$ cat config.mk
export PLATFORM = sky130hd
export DESIGN_NAME = d_input_conditioner
export DESIGN_NICKNAME = d
export VERILOG_FILES = /design/src/rtl/d_cond_pkg.sv /design/src/rtl/d_cond_sync.sv /design/src/rtl/d_input_conditioner.sv
export SDC_FILE = /design/constraint.sdc
export NUM_CORES = 1
export LEC_CHECK = 0
export BUFFER_PORTS_ARGS = -buffer_cell sky130_fd_sc_hd__buf_4
export CAP_MARGIN = 20
export CORE_AREA = 4 4 41 43
export DETAILED_ROUTE_END_ITERATION = 10
export DIE_AREA = 0 0 45 47
export SLEW_MARGIN = 30
export SYNTH_ARGS = -nofsm -noshare
export SYNTH_HDL_FRONTEND = slang
export SYNTH_SLANG_ARGS = --single-unit
$ cat constraint.sdc
create_clock -name clk -period 1.3 [get_ports clk]
set_input_delay 0.13 -clock clk [delete_from_list [all_inputs] [get_ports clk]]
set_output_delay 0.13 -clock clk [all_outputs]
set_load 0.01 [all_outputs]
$ cat src/rtl/d_cond_pkg.sv
// ============================================================================
// Module  : d_cond_pkg
// Purpose : Shared definitions for the d_input_conditioner slice. Holds the
//           debounce FSM state encoding and the default stability-counter
//           configuration.
// Ports   : none (package)
// Revision: 1.0 - initial release
// ============================================================================
`default_nettype none

package d_cond_pkg;

    // Default stability counter configuration
    localparam int C_DEF_CNT_W         = 4;
    localparam int C_DEF_STABLE_CYCLES = 4;

    // Debounce FSM states. Bit 1 is the committed level and bit 0 marks
    // a qualification in progress.
    typedef enum logic [1:0] {
        IDLE_LOW   = 2'b00,
        CHECK_HIGH = 2'b01,
        IDLE_HIGH  = 2'b10,
        CHECK_LOW  = 2'b11
    } d_cond_state_t;

endpackage : d_cond_pkg

`default_nettype wire

$ cat src/rtl/d_cond_sync.sv
// ============================================================================
// Module  : d_cond_sync
// Purpose : Two-flop synchronizer that brings an asynchronous level into the
//           clk domain. Both flops reset to RESET_LEVEL.
// Ports   : clk   - clock
//           rst   - synchronous active-high reset
//           d_in  - asynchronous input level
//           d_out - synchronized level (two clk of latency)
// Revision: 1.0 - initial release
// ============================================================================
`default_nettype none

module d_cond_sync #(
    parameter logic RESET_LEVEL = 1'b0
) (
    input  logic clk,
    input  logic rst,
    input  logic d_in,
    output logic d_out
);

    logic r_meta;
    logic r_sync;

    always_ff @(posedge clk) begin
        if (rst) begin
            r_meta <= RESET_LEVEL;
            r_sync <= RESET_LEVEL;
        end else begin
            r_meta <= d_in;
            r_sync <= r_meta;
        end
    end

    assign d_out = r_sync;

endmodule : d_cond_sync

`default_nettype wire

$ cat src/rtl/d_input_conditioner.sv
// ============================================================================
// Module  : d_input_conditioner
// Purpose : Debounces a raw single-bit level before it feeds the d input of
//           the jdflipflop. A new level is accepted only after it has been
//           sampled STABLE_CYCLES consecutive times on en-qualified edges.
//           Emits registered one-cycle rise/fall pulses on each commit.
// Option  : D_INPUT_CONDITIONER_SYNC_EN - when defined, d_raw passes through
//           a 2-flop synchronizer (d_cond_sync) first; latency grows by 2 clk
//           and d_raw may be asynchronous.
// Ports   : clk     - clock
//           rst     - synchronous active-high reset (highest priority)
//           d_raw   - raw level to condition
//           en      - sample-enable tick; state holds while low
//           d_clean - debounced level
//           rise    - one-cycle pulse on a committed 0->1
//           fall    - one-cycle pulse on a committed 1->0
//           busy    - high while a candidate change is being qualified
// Revision: 1.0 - initial release
// ============================================================================
`default_nettype none

module d_input_conditioner
    import d_cond_pkg::*;
#(
    parameter int   CNT_W         = C_DEF_CNT_W,
    parameter int   STABLE_CYCLES = C_DEF_STABLE_CYCLES,
    parameter logic RESET_LEVEL   = 1'b0
) (
    input  logic clk,
    input  logic rst,
    input  logic d_raw,
    input  logic en,
    output logic d_clean,
    output logic rise,
    output logic fall,
    output logic busy
);

    localparam logic [CNT_W-1:0] C_CNT_ONE  = CNT_W'(1);
    localparam logic [CNT_W-1:0] C_CNT_LAST = CNT_W'(STABLE_CYCLES - 1);
    localparam d_cond_state_t    C_RST_STATE = RESET_LEVEL ? IDLE_HIGH : IDLE_LOW;

    // Reject configurations where the counter cannot reach STABLE_CYCLES-1
    // or where a single sample would be enough to commit.
    if ((STABLE_CYCLES < 2) || (STABLE_CYCLES > ((2 ** CNT_W) - 1))) begin : g_bad_stable_cycles
        $error("d_input_conditioner: STABLE_CYCLES=%0d outside 2..%0d",
               STABLE_CYCLES, (2 ** CNT_W) - 1);
    end

    logic w_sample;

`ifdef D_INPUT_CONDITIONER_SYNC_EN
    d_cond_sync #(
        .RESET_LEVEL (RESET_LEVEL)
    ) u_sync (
        .clk   (clk),
        .rst   (rst),
        .d_in  (d_raw),
        .d_out (w_sample)
    );
`else
    assign w_sample = d_raw;
`endif

    d_cond_state_t    r_state,   w_state_nxt;
    logic [CNT_W-1:0] r_cnt,     w_cnt_nxt;
    logic             r_d_clean, w_clean_nxt;
    logic             r_rise,    w_rise_nxt;
    logic             r_fall,    w_fall_nxt;
    logic             r_busy,    w_busy_nxt;

    always_ff @(posedge clk) begin
        if (rst) begin
            r_state   <= C_RST_STATE;
            r_cnt     <= '0;
            r_d_clean <= RESET_LEVEL;
            r_rise    <= 1'b0;
            r_fall    <= 1'b0;
            r_busy    <= 1'b0;
        end else begin
            r_state   <= w_state_nxt;
            r_cnt     <= w_cnt_nxt;
            r_d_clean <= w_clean_nxt;
            r_rise    <= w_rise_nxt;
            r_fall    <= w_fall_nxt;
            r_busy    <= w_busy_nxt;
        end
    end

    // Pulses default low so that an en=0 cycle always terminates them.
    always_comb begin
        w_state_nxt = r_state;
        w_cnt_nxt   = r_cnt;
        w_clean_nxt = r_d_clean;
        w_rise_nxt  = 1'b0;
        w_fall_nxt  = 1'b0;

        if (en) begin
            unique case (r_state)
                IDLE_LOW: begin
                    if (w_sample) begin
                        w_state_nxt = CHECK_HIGH;
                        w_cnt_nxt   = C_CNT_ONE;
                    end else begin
                        w_cnt_nxt   = '0;
                    end
                end
                CHECK_HIGH: begin
                    if (!w_sample) begin
                        w_state_nxt = IDLE_LOW;
                        w_cnt_nxt   = '0;
                    end else if (r_cnt == C_CNT_LAST) begin
                        w_state_nxt = IDLE_HIGH;
                        w_cnt_nxt   = '0;
                        w_clean_nxt = 1'b1;
                        w_rise_nxt  = 1'b1;
                    end else begin
                        w_cnt_nxt   = r_cnt + C_CNT_ONE;
                    end
                end
                IDLE_HIGH: begin
                    if (!w_sample) begin
                        w_state_nxt = CHECK_LOW;
                        w_cnt_nxt   = C_CNT_ONE;
                    end else begin
                        w_cnt_nxt   = '0;
                    end
                end
                CHECK_LOW: begin
                    if (w_sample) begin
                        w_state_nxt = IDLE_HIGH;
                        w_cnt_nxt   = '0;
                    end else if (r_cnt == C_CNT_LAST) begin
                        w_state_nxt = IDLE_LOW;
                        w_cnt_nxt   = '0;
                        w_clean_nxt = 1'b0;
                        w_fall_nxt  = 1'b1;
                    end else begin
                        w_cnt_nxt   = r_cnt + C_CNT_ONE;
                    end
                end
                default: begin
                    w_state_nxt = C_RST_STATE;
                    w_cnt_nxt   = '0;
                end
            endcase
        end

        // busy is registered alongside the state it describes.
        w_busy_nxt = (w_state_nxt == CHECK_HIGH) || (w_state_nxt == CHECK_LOW);
    end

    assign d_clean = r_d_clean;
    assign rise    = r_rise;
    assign fall    = r_fall;
    assign busy    = r_busy;

endmodule : d_input_conditioner

`default_nettype wire

**After elaboration in Yosys (flattened, before gate mapping)**

Cells that the tools add are included.
W data, S select, Z words.

- Bits in registers: 10
- Latch bits: 0
- Bits in writable memories: 0
- ROM bits: 0
- Bits of input ports: 4
- Output and inout port bits: 4
- Word-level logic and storage cells: 47
- Memories: 0

- $add $sub $neg: 1
- Multiply operators: 0
- Div/mod/pow operators: 0
- Magnitude comparators: 0
- Equal/unequal tests: 10
- Shift-type cells: 0
- Multiplexer cells: 20
- Bitwise logic cells: 4
- Reductions and logical operators: 6

Operator list:

| cell | number |
|---|---|
| $pmux W4 S4 | 1 |
| $mux W2 | 7 |
| $mux W4 | 3 |
| $ne A2 B2 Y1 const B | 4 |
| $pmux W2 S4 | 1 |
| $reduce_or A4 Y1 | 2 |
| $mux W1 | 7 |
| $eq A2 B2 Y1 const B | 3 |
| $reduce_and A6 Y1 | 1 |
| $add A4 B1 Y4 const B | 1 |
| $eq A2 B1 Y1 const B | 2 |
| $eq A4 B2 Y1 const B | 1 |
| $not A1 Y1 | 4 |
| $logic_not A2 Y1 | 1 |
| $pmux W1 S2 | 1 |
| $reduce_bool A2 Y1 | 1 |
| $logic_or A1 B1 Y1 | 1 |

**Depth between registers and ports, before layout**

Gate-level depths: netlist of the first run.

- Depth in word-level cells: 7
- Gate-level depth with buffers: 4
- Gate-level depth less buffers: 4

**Worst setup path after synthesis of the first run**

OpenSTA, ideal clock, no wires.

- Path type: register to register
- Start: register (tool-made name)
- End: register r_d_clean (netlist: d_clean)
- Setup time: 0.095 ns
- Arrival: 1.044 ns
- Required time: 1.205 ns
- Slack: 0.161 ns
- Cell stages (with the launch flop): 5
- Path buffers: 1
- Clock period less this slack: 1.139 ns
- Cells stage by stage: dfxtp_1 -> buf_2 -> and4bb_2 -> nand2_1 -> o311ai_1

RTL lines:

| what | RTL line | source |
|---|---|---|
| to (signal assigned) | d_input_conditioner.sv:83 | `r_d_clean <= w_clean_nxt;` |
| to (decl) | d_input_conditioner.sv:67 | `logic r_d_clean, w_clean_nxt;` |

**Worst setup path in the final report of the first run**

- Start: register r_cnt[0]
- End: register r_d_clean (netlist: d_clean)

- Longest elaborated chain between the ends: 3
- Elaborated cells on any way between the ends: 4
- Classes of those cells: 3 x eq/ne; 1 x reduce/logical

RTL lines:

| what | RTL line | source |
|---|---|---|
| from (decl) | d_input_conditioner.sv:66 | `logic [CNT_W-1:0] r_cnt, w_cnt_nxt;` |
| from (signal assigned) | d_input_conditioner.sv:82 | `r_cnt <= w_cnt_nxt;` |
| $eq A4 B2 Y1 (*) | d_input_conditioner.sv:112, d_input_conditioner.sv:133 |  |
| $ne A2 B2 Y1 (no source line) | n/a |  |
| $reduce_and A6 Y1 (no source line) (*) | n/a |  |

Mark *: on every way between the ends. The rest lies on a longest branch, timed or not.
A chain may end at the register's enable or synchronous reset.

==> impl_metrics.py, run 1 <==
metrics = {
    "setup_path": {
        "crit_type": "flop to flop",
        "path_max_fanout": 4,
        "required_ns": 1.47,
        "reg2regPathDepth": 4,
        "cp.arrival_ns": 1.36,
        "start_kind": "flop",
        "endpoint_kind": "flop",
    },
    "synth": {
        "synth_area_leaders": "dfxtp_1 (41%), nand2_1 (5.9%), nand3_1 (5.6%)",
        "avgSynthCellArea_sq_um": 8.86,
        "synth_cells": 50,
        "ys_seq_area_frac": 0.407,
        "synth_cell_types": 25,
        "synth_seq_cells": 9,
        "synth_ff_type": "dfxtp_1",
        "yosys.area.top_type": "dfxtp_1",
        "synthesis.nets": 55,
        "async_reset_ff_frac": 0,
        "yosys-top-cells-count": "dfxtp_1 (9), nand2_1 (7), nand3_1 (5)",
        "syn_area_sq_um": 443,
        "synthDominantCellAreaShare": 0.407,
        "synth_most_common_cell": "dfxtp_1",
        "synth_edf_count": 0,
        "yosys_warnings": 0,
    },
    "pwr": {
        "powerDensity_mw_per_mm2": 1010,
        "p_leak_uw": 0.000199,
        "vdd_ir_drop_max_mv": 0.494,
    },
    "global_routing": {
        "grt_pass1_wl_um": 1590,
        "grt-ovfl-total": 0,
        "grt_max_degree": 12,
        "grt_pass1_vias": 369,
        "antenna_found_initial": 0,
        "grt_usage": 0.108,
    },
    "floorplanning": {
        "ioPinCount": 8,
        "die_y_um": 47,
        "die_w_um": 45,
        "start_util": 0.340,
        "dieArea_sq_mm": 0.00212,
        "row_count": 13,
        "core_area_sq_mm": 0.00130,
    },
    "timing": {
        "finalHoldViolCount": 0,
        "rsz0062_at_grt": "no",
        "fin_setup_tns_ns": 0,
        "finalSetupViolations": 0,
        "slew_headroom": 0.764,
        "fin_ws_ns": 0.106,
        "max_freq_mhz": 838,
        "maxSlewViolCount": 0,
        "period_needed_ns": 1.19,
        "period_share": 0.918,
        "fin_skew_ns": 0.000464,
        "tightestPinTransition_ns": 0.354,
    },
    "min_path": {
        "min_path_cells": 2,
        "worstHoldPathType": "input port to flop",
    },
    "detailed_routing": {
        "routed_wl_um": 944,
        "wl_per_cell_um": 12.6,
        "vias": 409,
        "viasPerCell": 5.45,
        "drcViolationCount": 0,
        "drtIter0Drc": 7,
        "ant_nets": 0,
        "firstDrtPassIters": 4,
    },
    "clock_tree": {
        "htreeDepth": 1,
        "cts_setup_buffers": 0,
        "cts_root_buffer": "clkbuf_4",
        "clock_latency_ns": 0.26,
        "cts_tree": "done",
        "cts_num_sinks": 9,
        "cts-hold-fix-buffers": 0,
        "numCtsBuffers": 3,
        "path_clk_slew_ns": 0.06,
        "cts_resized": 0,
        "cts_buffer_depth": 2,
    },
    "final_layout": {
        "drive_gt1_frac": 0.317,
        "utilization": 0.418,
        "instances_no_fill": 75,
        "syn2layout_area_growth_pct": 22.9,
        "final_nets": 66,
        "antennaDiodeCount": 0,
        "fillers": 147,
    },
    "placement": {
        "dp_cells": 71,
        "numPortBuffers": 7,
        "hpwl_um": 696,
        "dpl_worst_slack_ns": 0.0703,
        "place_congestion": 0.840,
    },
    "run": {
        "drv_cap": 0,
    },
    "status": {
        "status": "complete, no violations",
    },
}
[final timing paths]
path | end | slack (ns) | start
setup / recovery | d_clean | 0.11 | r_cnt[0]
hold / removal | fall | 0.08 | d_raw
setup reg to reg | d_clean | 0.11 | r_cnt[0]
hold reg to reg | r_cnt[1] | 0.47 | r_cnt[1]
[logic make-up after synthesis]
kind of cell | count (synthesis) | synth area share
flip-flops | 9 | 0.407
adder cells (fa/ha/maj) | 1 | 0.0282
AND/OR/NAND/NOR | 24 | 0.322
AO/OA/AOI/OAI | 10 | 0.161
buffers and inverters | 5 | 0.0452
XOR/XNOR | 1 | 0.0367
[layer usage]
layer,track usage,vias to the layer above,share of wire
met5,0,-,0
met4,0.0877,0,0.016
met3,0.0345,2,0.034
met2,0.161,3,0.47
met1,0.126,197,0.48
li1,-,207,-
[cells in the final DEF (no fill, tap or decap), types with 2 or more instances in the layout]
cell type / synthesis / final
inv_1: 2 / 2
clkbuf_4: 0 / 3
o211ai_1: 2 / 2
nand3_1: 5 / 5
nand2_1: 7 / 7
dfxtp_2: 0 / 2
buf_4: 0 / 8
nand4_1: 3 / 3
dfxtp_1: 9 / 7
a21oi_1: 4 / 4
[area by class of cell]
class,count,area (sq um),area share
Sequential cell,9,183,0.336
Timing Repair Buffer,8,60.1,0.110
Multi-Input combinational cell,36,245,0.451
Clock buffer,4,26.3,0.0483
Inverter,3,11.3,0.0207
Tap cell,15,18.8,0.0345
[stage by stage]
step                      hold WS, ns  cell area, sq um  power, uW
after CTS                      0.0775               539        556
after global placement          0.356               513        334
after global routing           0.0823               544        583
after detailed placement        0.355               513        334
final                          0.0827               544        548
after floorplan                 0.209               443        312
[critical path, cell delays in order, from the launching register on]
cell      delay, ns
dfxtp_2        0.35
ha_2           0.20
and4bb_2       0.25
nand2_1        0.09
o311ai_1       0.21
[power breakdown]
group,switching [uW],internal (uW)
Sequential,4.61,280
Combinational,26.5,16.9
Clock,101,118
Total,133,415
Note: power is estimated with default switching activity, not from simulation.
==> inputs of run 2 (changes only) <==
==> constraint.sdc (replaced) <==
create_clock -name clk -period 1.46 [get_ports clk]
set_input_delay 0.146 -clock clk [delete_from_list [all_inputs] [get_ports clk]]
set_output_delay 0.146 -clock clk [all_outputs]
set_load 0.01 [all_outputs]
==> run 2 against run 1 <==
  * Core utilization decreased by 0.38 points
  * Die area unchanged
  * Combinational power is 10% lower
  * Wire length rose by 1.1%
  * Clock skew barely moved
  * Largest cell class unchanged
  * Largest power group unchanged
  * Highest routed layer unchanged
==> impl_metrics.py, run 2 (synthesis results as in run 1) <==
metrics = {
    "status": {
        "status": "complete, no violations",
    },
    "placement": {
        "numPortBuffers": 7,
        "hpwl_um": 697,
        "dp_cells": 71,
        "post_dp_cell_area_sq_um": 513,
        "place_congestion": 0.840,
    },
    "timing": {
        "max_freq_mhz": 808,
        "finalSetupViolations": 0,
        "slew_headroom": 0.765,
        "tightestPinTransition_ns": 0.352,
        "fin_skew_ns": 0.000582,
        "rsz0062_at_grt": "no",
        "period_needed_ns": 1.24,
        "maxSlewViolCount": 0,
        "finalHoldViolCount": 0,
        "fin_setup_tns_ns": 0,
        "period_share": 0.848,
    },
    "floorplanning": {
        "die_y_um": 47,
        "die_w_um": 45,
        "ioPinCount": 8,
        "core_area_sq_mm": 0.00130,
        "row_count": 13,
        "start_util": 0.340,
        "dieArea_sq_mm": 0.00212,
    },
    "final_layout": {
        "antennaDiodeCount": 0,
        "postLayoutCellArea_sq_um": 539,
        "instances_no_fill": 75,
        "mostFrequentLayoutCell": "dfxtp_1",
        "syn2layout_area_growth_pct": 21.8,
        "final_nets": 66,
        "drive_gt1_frac": 0.267,
        "final_cell_mix": "dfxtp_1 (9), buf_4 (8), nand2_1 (7), nand3_1 (5), a21oi_1 (4)",
    },
    "global_routing": {
        "grtUsageMet2": 0.161,
        "antenna_found_initial": 0,
        "top_usage_layer": "met2",
        "grt_max_degree": 12,
        "grtUsageMet3": 0.0345,
        "grt-ovfl-total": 0,
        "grt_pass1_vias": 373,
        "grt_pass1_wl_um": 1610,
        "grt_usage": 0.109,
        "met1_usage": 0.130,
    },
    "pwr": {
        "pwr-share-clk": 0.403,
        "switching_share": 0.244,
        "combPwrFrac": 0.080,
        "powerDensity_mw_per_mm2": 905,
        "p_leak_uw": 0.000201,
        "intPower_uw": 369,
        "p_switching_uw": 119,
        "vdd_ir_drop_max_mv": 0.440,
        "pwr-share-seq": 0.518,
    },
    "clock_tree": {
        "cts_buffer_depth": 2,
        "cts_root_buffer": "clkbuf_4",
        "cts_tree": "done",
        "cts_setup_buffers": 0,
        "path_clk_slew_ns": 0.06,
        "cts_resized": 0,
        "numCtsBuffers": 3,
        "cts-hold-fix-buffers": 0,
        "cts_num_sinks": 9,
        "htreeDepth": 1,
        "clock_latency_ns": 0.26,
    },
    "setup_path": {
        "start_kind": "flop",
        "required_ns": 1.63,
        "endpoint_kind": "flop",
        "path_max_fanout": 4,
        "crit_type": "flop to flop",
        "cp.arrival_ns": 1.41,
    },
    "detailed_routing": {
        "drcViolationCount": 0,
        "routed_wl_um": 954,
        "ant_nets": 0,
        "drtIter0Drc": 5,
        "firstDrtPassIters": 4,
        "vias": 406,
        "wl_per_cell_um": 12.7,
        "viasPerCell": 5.41,
    },
    "run": {
        "drv_cap": 0,
    },
    "min_path": {
        "worstHoldPathType": "input port to flop",
    },
}
-- run 2: cell counts in the layout (fill, tap and decap cells not counted) --
No cell type changed its count.
-- run 2: metrics by stage --
stage	hold slack, ns	setup slack [ns]	util	power [uW]
global placement	0.372	0.266	0.394	297
CTS	0.0935	0.208	0.414	495
finish	0.0978	0.222	0.414	488
global route	0.0983	0.102	0.414	519
detailed placement	0.371	0.230	0.394	297
floorplan	0.225	0.321	-	278
-- run 2: final cells by class --
type	instances	area [sq um]
flip-flops and latches	9	180
fillers	148	762
well taps	15	18.8
clock buffers	4	26.3
multi-input cells	36	243
repair buffers	8	60.1
inverters	3	11.3
-- run 2: final timing paths --
path / start / end / slack, ns / depth (start not counted)
worst min register to register: r_cnt[1] / r_cnt[1] / 0.49 / 2
worst min-delay path: d_raw / fall / 0.1 / 2
worst max register to register: r_cnt[0] / d_clean / 0.22 / 4
worst max-delay path: r_cnt[0] / d_clean / 0.22 / 4
-- run 2: power groups by stage --
stage,logic (uW),registers [uW],clock network [uW]
after global routing,43.0,253,223
final,39.0,253,196
after detailed placement,39.0,258,0
after CTS,39.0,252,204
after global placement,39.5,258,0
after floorplan,21.1,257,0
-- run 2: per-layer routing --
metal  wire length (um)  vias to the layer above
met5                  0                        -
met4                 15                        0
met3                 41                        2
met2                443                        5
met1                453                      190
li1                   -                      209
-- run 2: worst max-delay path, cell delays in order (launching register included) --
cell and delay [ns]:
dfxtp_1 0.37, ha_1 0.21, and4bb_2 0.26, nand2_1 0.09, o311ai_1 0.21
